===== src/rtl/special_box_placer_pkg.sv =====
// Shared constants, FSM encoding and cell type for the special box placer.
package special_box_placer_pkg;

    localparam int          GRID_W       = 24;
    localparam int          GRID_H       = 24;
    localparam logic [15:0] LFSR_SEED    = 16'hACE1;
    localparam int          MAX_ATTEMPTS = 64;
    localparam int          CNT_W        = 7;

    typedef enum logic [2:0] {
        IDLE,
        GEN_P,
        CHK_P,
        GEN_M,
        CHK_M,
        DRAW,
        REL
    } state_e;

    typedef struct packed {
        logic [4:0] x;
        logic [4:0] y;
    } cell_t;

    function automatic logic in_grid(input cell_t c);
        return (int'(c.x) < GRID_W) && (int'(c.y) < GRID_H);
    endfunction

endpackage


===== src/rtl/special_box_placer_lfsr16.sv =====
// Free-running 16-bit Fibonacci LFSR, taps 16,14,13,11.
module lfsr16
    import special_box_placer_pkg::*;
(
    input  logic        clk,
    input  logic        reset,
    output logic [15:0] q
);

    logic fb;

    assign fb = q[15] ^ q[13] ^ q[12] ^ q[10];

    always_ff @(posedge clk or posedge reset) begin
        if (reset) begin
            q <= LFSR_SEED;
        end else begin
            q <= {q[14:0], fb};
        end
    end

endmodule


===== src/rtl/special_box_placer.sv =====
// Picks a random open +5 cell and a distinct open -5 cell, then
// hands both to the draw stage through a draw/done handshake.
module special_box_placer
    import special_box_placer_pkg::*;
(
    input  logic       clk,
    input  logic       reset,
    input  logic       place,
    input  logic [4:0] playerX,
    input  logic [4:0] playerY,
    input  logic       mazeWall,
    input  logic       drawDone,
    output logic [4:0] mazeAddrX,
    output logic [4:0] mazeAddrY,
    output logic [4:0] xPlus,
    output logic [4:0] yPlus,
    output logic [4:0] xMinus,
    output logic [4:0] yMinus,
    output logic       drawSpecial,
    output logic       busy,
    output logic       ready,
    output logic       fail
);

    state_e           state;
    logic [15:0]      lfsr;
    logic [CNT_W-1:0] attempts;
    cell_t            cand;
    cell_t            addr_q;
    cell_t            pend;
    cell_t            player;
    logic             gen;
    logic             reject;
    logic             last_try;
    logic             unused_lfsr;

    lfsr16 u_lfsr (
        .clk   (clk),
        .reset (reset),
        .q     (lfsr)
    );

    assign cand        = {lfsr[4:0], lfsr[12:8]};
    assign player      = {playerX, playerY};
    assign unused_lfsr = ^{lfsr[15:13], lfsr[7:5]};
    assign gen         = (state == GEN_P) || (state == GEN_M);
    assign last_try    = attempts == CNT_W'(MAX_ATTEMPTS - 1);

    // The ROM registers its address, so the raw candidate is presented
    // during GEN and the wall bit arrives in the following CHK cycle.
    assign mazeAddrX = gen ? cand.x : addr_q.x;
    assign mazeAddrY = gen ? cand.y : addr_q.y;

    always_comb begin
        reject = 1'b0;
        unique case (1'b1)
            gen:
                reject = !in_grid(cand);
            state == CHK_P:
                reject = mazeWall || (addr_q == player);
            state == CHK_M:
                reject = mazeWall || (addr_q == player)
                      || (addr_q == pend);
            default:
                reject = 1'b0;
        endcase
    end

    always_ff @(posedge clk or posedge reset) begin
        if (reset) begin
            state       <= IDLE;
            attempts    <= '0;
            addr_q      <= '0;
            pend        <= '0;
            xPlus       <= '0;
            yPlus       <= '0;
            xMinus      <= '0;
            yMinus      <= '0;
            drawSpecial <= 1'b0;
            busy        <= 1'b0;
            ready       <= 1'b0;
            fail        <= 1'b0;
        end else begin
            ready <= 1'b0;
            fail  <= 1'b0;
            if (reject) begin
                if (last_try) begin
                    state    <= IDLE;
                    busy     <= 1'b0;
                    fail     <= 1'b1;
                    attempts <= '0;
                end else begin
                    attempts <= attempts + CNT_W'(1);
                    if (state == CHK_P) begin
                        state <= GEN_P;
                    end else if (state == CHK_M) begin
                        state <= GEN_M;
                    end
                end
            end else begin
                unique case (state)
                    IDLE: begin
                        if (place) begin
                            state    <= GEN_P;
                            attempts <= '0;
                            busy     <= 1'b1;
                        end
                    end
                    GEN_P: begin
                        addr_q <= cand;
                        state  <= CHK_P;
                    end
                    GEN_M: begin
                        addr_q <= cand;
                        state  <= CHK_M;
                    end
                    CHK_P: begin
                        pend     <= addr_q;
                        attempts <= '0;
                        state    <= GEN_M;
                    end
                    CHK_M: begin
                        xPlus       <= pend.x;
                        yPlus       <= pend.y;
                        xMinus      <= addr_q.x;
                        yMinus      <= addr_q.y;
                        drawSpecial <= 1'b1;
                        state       <= DRAW;
                    end
                    DRAW: begin
                        if (drawDone) begin
                            drawSpecial <= 1'b0;
                            ready       <= 1'b1;
                            state       <= REL;
                        end
                    end
                    REL: begin
                        busy  <= 1'b0;
                        state <= IDLE;
                    end
                    default: begin
                        drawSpecial <= 1'b0;
                        busy        <= 1'b0;
                        state       <= IDLE;
                    end
                endcase
            end
        end
    end

endmodule


===== config.mk =====
export PLATFORM = sky130hd
export DESIGN_NAME = special_box_placer
export DESIGN_NICKNAME = d
export VERILOG_FILES = /design/src/rtl/special_box_placer_pkg.sv /design/src/rtl/special_box_placer_lfsr16.sv /design/src/rtl/special_box_placer.sv
export SDC_FILE = /design/constraint.sdc
export NUM_CORES = 1
export LEC_CHECK = 0
export ABC_AREA = 1
export ABC_CLOCK_PERIOD_IN_PS = 2029
export CAP_MARGIN = 0
export CORE_MARGIN = 2
export CORE_UTILIZATION = 37
export DETAILED_ROUTE_END_ITERATION = 8
export PLACE_DENSITY = 0.61
export SLEW_MARGIN = 20
export SYNTH_ARGS = -nofsm -noshare
export SYNTH_HDL_FRONTEND = slang
export SYNTH_SLANG_ARGS = --single-unit

===== constraint.sdc =====
create_clock -name clk -period 2.03 [get_ports clk]
set_input_delay 0.406 -clock clk [delete_from_list [all_inputs] [get_ports clk]]
set_output_delay 0.406 -clock clk [all_outputs]
set_load 0.01 [all_outputs]

# After elaboration in Yosys (flattened, before gate mapping)
# Cells that the tools add are included.
[classes]
addsub = 1
order_cmp = 2
eq_ne = 15
n_mux = 25
bitwise_logic = 5
reduce_logical = 17
[ops]
columns = ["op", "count"]
rows = [
  ["7-bit 2-to-1 mux", 3],
  ["10-bit == test", 2],
  ["3-bit 2-to-1 mux", 6],
  ["3-bit case mux with 6 select lines", 1],
  ["7-bit case mux with 2 select lines", 1],
  ["5-bit < comparator, second input constant", 2],
  ["5-bit 2-to-1 mux", 2],
  ["5-bit OR reduction", 2],
  ["3-bit == test, second input constant", 3],
  ["1-bit 2-to-1 mux", 9],
  ["3-bit AND reduction", 3],
  ["2-bit AND reduction", 4],
  ["7-bit by 1-bit adder with 7-bit output, second input constant", 1],
  ["7-bit by 6-bit == test with 1-bit output, second input constant", 1],
  ["3-bit by 2-bit == test with 1-bit output, second input constant", 2],
  ["3-bit != test, second input constant", 2],
  ["1-bit case mux with 3 select lines", 2],
  ["2-bit by 1-bit != test with 1-bit output, second input constant", 2],
  ["4-bit by 1-bit != test with 1-bit output, second input constant", 1],
  ["3-bit by 1-bit == test with 1-bit output, second input constant", 1],
  ["3-bit zero test", 1],
  ["1-bit logical OR", 3],
  ["3-bit nonzero test", 1],
  ["1-bit XOR", 3],
  ["other kinds (6)", 7],
]
[totals]
reg_bits = 70
input_bits = 15
out_inout_bits = 34
word_cells = 80

# Longest topological paths before layout
[logic_depth]
depth_word = 6
mapped_depth = 15
depth_no_buf = 14

# By module
# From an unflattened synthesis, not the netlist that was laid out.
[unflattened]
hier_cells = 381
hier_area_um2 = 3311.9
[by_module_without_submodules]
columns = ["module", "instances", "cells_per_inst", "area_per_inst_um2", "seq_area_each_um2"]
rows = [
  ["special_box_placer", 1, 349, 2834.0, 1351.3],
  ["lfsr16", 1, 32, 478.0, 410.4],
]

# Worst setup path after synthesis
# OpenSTA, ideal clock, no wires.
[synth_path]
path_type = "register -> output"
start = "register state[2]"
end = "output mazeAddrX[0]"
arrival_ps = 1149
required_ps = 1624
slack_ps = 475
path_stages_with_launch = 6
path_buffers = 2
cell_sequence = "dfrtp_1 -> buf_6 -> nor2_1 -> clkbuf_1 -> nand2_1 -> o21ai_0"
[synth_between]
elab_chain_len = 3
word_cells_on_any_way = 4
cone_classes = "eq/ne (2); mux (1); reduce/logical (1)"
[synth_lines]
columns = ["element", "line", "text"]
rows = [
  ["start, declared", "special_box_placer.sv:25", "state_e state;"],
  ["start signal, assigned", "special_box_placer.sv:71", "state <= IDLE;"],
  ["start signal, assigned", "special_box_placer.sv:88", "state <= IDLE;"],
  ["start signal, assigned", "special_box_placer.sv:95", "state <= GEN_P;"],
  ["3-bit by 1-bit == test with 1-bit output / 3-bit by 2-bit == test with 1-bit output (equally long branches)", "special_box_placer.sv:46", "assign gen = (state == GEN_P) || (state == GEN_M);"],
  ["1-bit logical OR (*)", "special_box_placer.sv:46", ""],
  ["5-bit 2-to-1 mux (*)", "special_box_placer.sv:51", "assign mazeAddrX = gen ? cand.x : addr_q.x;"],
  ["end, declared", "special_box_placer.sv:13", "output logic [4:0] mazeAddrX,"],
]
# Every way passes the cells marked *; elsewhere a longest branch is shown, timed or not.

# Worst setup path in the final report
[layout_path]
start = "register state[2]"
end = "output mazeAddrY[3]"
[layout_between]
elab_chain_len = 3
word_cells_on_any_way = 4
cone_classes = "eq/ne (2); mux (1); reduce/logical (1)"
[layout_lines]
columns = ["element", "line", "text"]
rows = [
  ["3-bit by 1-bit == test with 1-bit output / 3-bit by 2-bit == test with 1-bit output (equally long branches)", "special_box_placer.sv:46", ""],
  ["1-bit logical OR (*)", "special_box_placer.sv:46", ""],
  ["5-bit 2-to-1 mux (*)", "special_box_placer.sv:52", "assign mazeAddrY = gen ? cand.y : addr_q.y;"],
  ["end, declared", "special_box_placer.sv:14", "output logic [4:0] mazeAddrY,"],
]
# Marked as above.

==> results.json <==
{
  "cap_viol_max_count": 0,
  "clk_path_buf_depth": 2,
  "h-tree-depth": 3,
  "worst_pin_slew_ps": 552.7,
  "grt_pass1_vias": 2480,
  "yosys_warnings": 0,
  "clk_latency_ps": 340,
  "final_util_pct": 49.16,
  "worstHoldEndpoint": "u_lfsr.q[7]",
  "via_per_inst": 4.567,
  "drt_pre_antenna_iters": 5,
  "diodes": 0,
  "die_area_um2": 9706,
  "io_buffers": 48,
  "drtIter0Drc": 69,
  "layout_common_cells": "nand2_1, dfrtp_1, clkdlybuf4s50_1",
  "root_buffer": "clkbuf_8",
  "ant_nets": 0,
  "worstPathArrival_ps": 1500,
  "yosysSeqAreaShare_pct": 53.29,
  "clkSinkCount": 70,
  "vdd_ir_drop_max_mv": 0.4838,
  "final_common_cell": "nand2_1",
  "io_pins": 49,
  "slew_headroom_pct": 63.07,
  "clk_pin_slew_ps": 70,
  "cts_hold_buffers": 0,
  "holdCritPathClass": "register to register",
  "drc": 0,
  "rsz0062_at_grt": "false",
  "cts_resized": 11,
  "syn2layout_area_growth_pct": 29.07,
  "die_w_um": 98.52,
  "ys_seq_elements": 70,
  "multi_input_area_um2": 1256,
  "power_density_nw_per_um2": 1145,
  "globalRoute.totalOverflow": 0,
  "critPathRequiredTime_ps": 1620,
  "initial_utilization_pct": 38.09,
  "maxSlewViolCount": 0,
  "synth_area_um2": 3306,
  "grt_max_degree": 23,
  "rrSetupSlack_ps": 220,
  "gp_congestion": 0.8213,
  "rows": 34,
  "hpwl_um": 5305,
  "tns_ps": 0,
  "antenna_found_initial": 0,
  "min_path_cells": 0,
  "avgRoutedWirePerCell_um": 12.85,
  "skew_ps": 6.149,
  "crit_type": "register to output port",
  "outcome": "finished clean",
  "synth.distinct_cells": 33,
  "syn_area_per_cell_um2": 8.815,
  "cp_max_fo": 22,
  "crit_path_end_kind": "output port",
  "max_freq_mhz": 523.8,
  "finalPower_mw": 4.885,
  "core_um2": 8678,
  "grtUsageTotal_pct": 15.62,
  "routed-via-count": 2512,
  "start_kind": "register",
  "hold_viol": 0,
  "syn-num-nets": 391,
  "syn_inst": 375,
  "timing.final.crit_share_pct": 94.04,
  "cts_made_buffers": 9,
  "period_needed_ps": 1909,
  "grt_pass1_wl_um": 11970,
  "finalSetupViolations": 0,
  "fill_cells": 841,
  "ff_latch_area_um2": 1762,
  "leakagePower_nw": 2.051,
  "reg2reg_from": "addr_q[4]",
  "fp.dieH_um": 98.52,
  "final_layout_size_suffix_gt1_share_pct": 18.78,
  "min_from": "u_lfsr.q[6]",
  "r2r_cells": 15,
  "rr_endpoint": "yPlus[1]",
  "cts_setup_buffers": 0,
  "wl_um": 7065,
  "cts_tree": "built",
  "nets": 453
}
-- final cells by class --
| type | instances | share of cell area (%) |
|---|---|---|
| sequential | 70 | 41.29 |
| clock buffer | 9 | 2.903 |
| inverter | 47 | 4.223 |
| tap | 108 | 3.167 |
| timing repair buffer | 64 | 15.54 |
| multi-input combinational | 245 | 29.44 |
| clock inverter | 7 | 3.431 |
-- synth_stat cells --
cell type	count	area, um^2
nand3b_1	2	15.01
nand3_2	2	20.02
ha_1	1	12.51
inv_1	35	131.4
buf_4	2	15.01
inv_2	11	41.29
nor2_2	2	12.51
xnor2_1	9	78.83
nand2_2	2	12.51
or2_0	3	18.77
o21ai_2	18	157.7
clkbuf_2	1	5.000
nand3_1	13	65.06
nand2_4	4	45.04
buf_6	5	56.30
clkbuf_1	2	7.510
dfstp_2	8	210.2
a21oi_1	2	10.01
o21ai_0	32	160.2
buf_2	2	10.01
nor2_1	21	78.83
a22o_1	1	8.760
dfrtp_1	62	1551
o21ai_1	1	5.000
buf_12	1	20.02
clkinv_1	1	3.750
o21ai_4	1	16.27
nor3_1	1	5.000
nor2_4	1	11.26
xor2_1	6	52.55
nand2_1	121	454.2
nand4_1	1	6.260
o21a_1	1	7.510
-- worst max-delay path by stage --
| stage | startpoint | to | slack, ps |
|---|---|---|---|
| floorplan | state[2] | mazeAddrX[0] | 480 |
| global placement | playerX[3] | addr_q[5] | -90 |
| detailed placement | playerX[4] | yMinus[3] | -150 |
| CTS | state[2] | mazeAddrY[3] | 110 |
| global route | addr_q[9] | xPlus[3] | 20 |
| finish | state[2] | mazeAddrY[3] | 120 |
-- per-layer routing --
layer / vias up / GRT usage [%] / part of all wire [%]
met5: - / 0 / 0
met4: 0 / 4.320 / 1.2
met3: 8 / 4.610 / 4.0
met2: 54 / 23.91 / 45
met1: 1165 / 21.78 / 50
li1: 1285 / - / -
-- state kept, by name, indices dropped and copies added (netlist names), 5 cells and up --
register and count:
xPlus 5, addr_q 10, pend 10, yPlus 5
yMinus 5, xMinus 5, u_lfsr.q 16, attempts 7
-- power breakdown --
part / internal (mW) / total, mW / switching (mW)
clock: 0.946 / 1.49 / 0.539
sequential: 1.59 / 1.72 / 0.127
combinational: 0.782 / 1.68 / 0.897
total: 3.32 / 4.89 / 1.56
-- worst max-delay path, stage by stage (launching register included) --
cell and delay, ps:
dfrtp_1 390, nor2_2 150, buf_12 160, nand2_1 50
o21ai_0 100, dlygate4sd2_1 310
-- cells by family (layout without fill, tap and decap cells) --
logic type                 count (synthesis)  after routing  share of synthesized area, %
AOI/OAI and AO/OA                         56             56                         11.05
adders and majority gates                  1              1                        0.3784
xor gates and xnor gates                  15             15                         3.974
buffers and inverters                     60            127                         8.781
DFF                                       70             70                         53.29
and+or+nand+nor                          173            173                         22.52
-- stage by stage --
stage | hold slack [ps] | setup slack (ps) | cells | instance area, um^2
final | 357.9 | 121.0 | 550 | 4267
after detailed placement | 347.5 | -151.8 | 534 | 4006
after global placement | 344.0 | -88.16 | 534 | 4006
after global routing | 362.2 | 21.62 | 550 | 4267
after CTS | 359.2 | 106.2 | 550 | 4267
after floorplan | 333.0 | 475.5 | 375 | 3309
No activity file was read; power rests on OpenSTA's default activity.
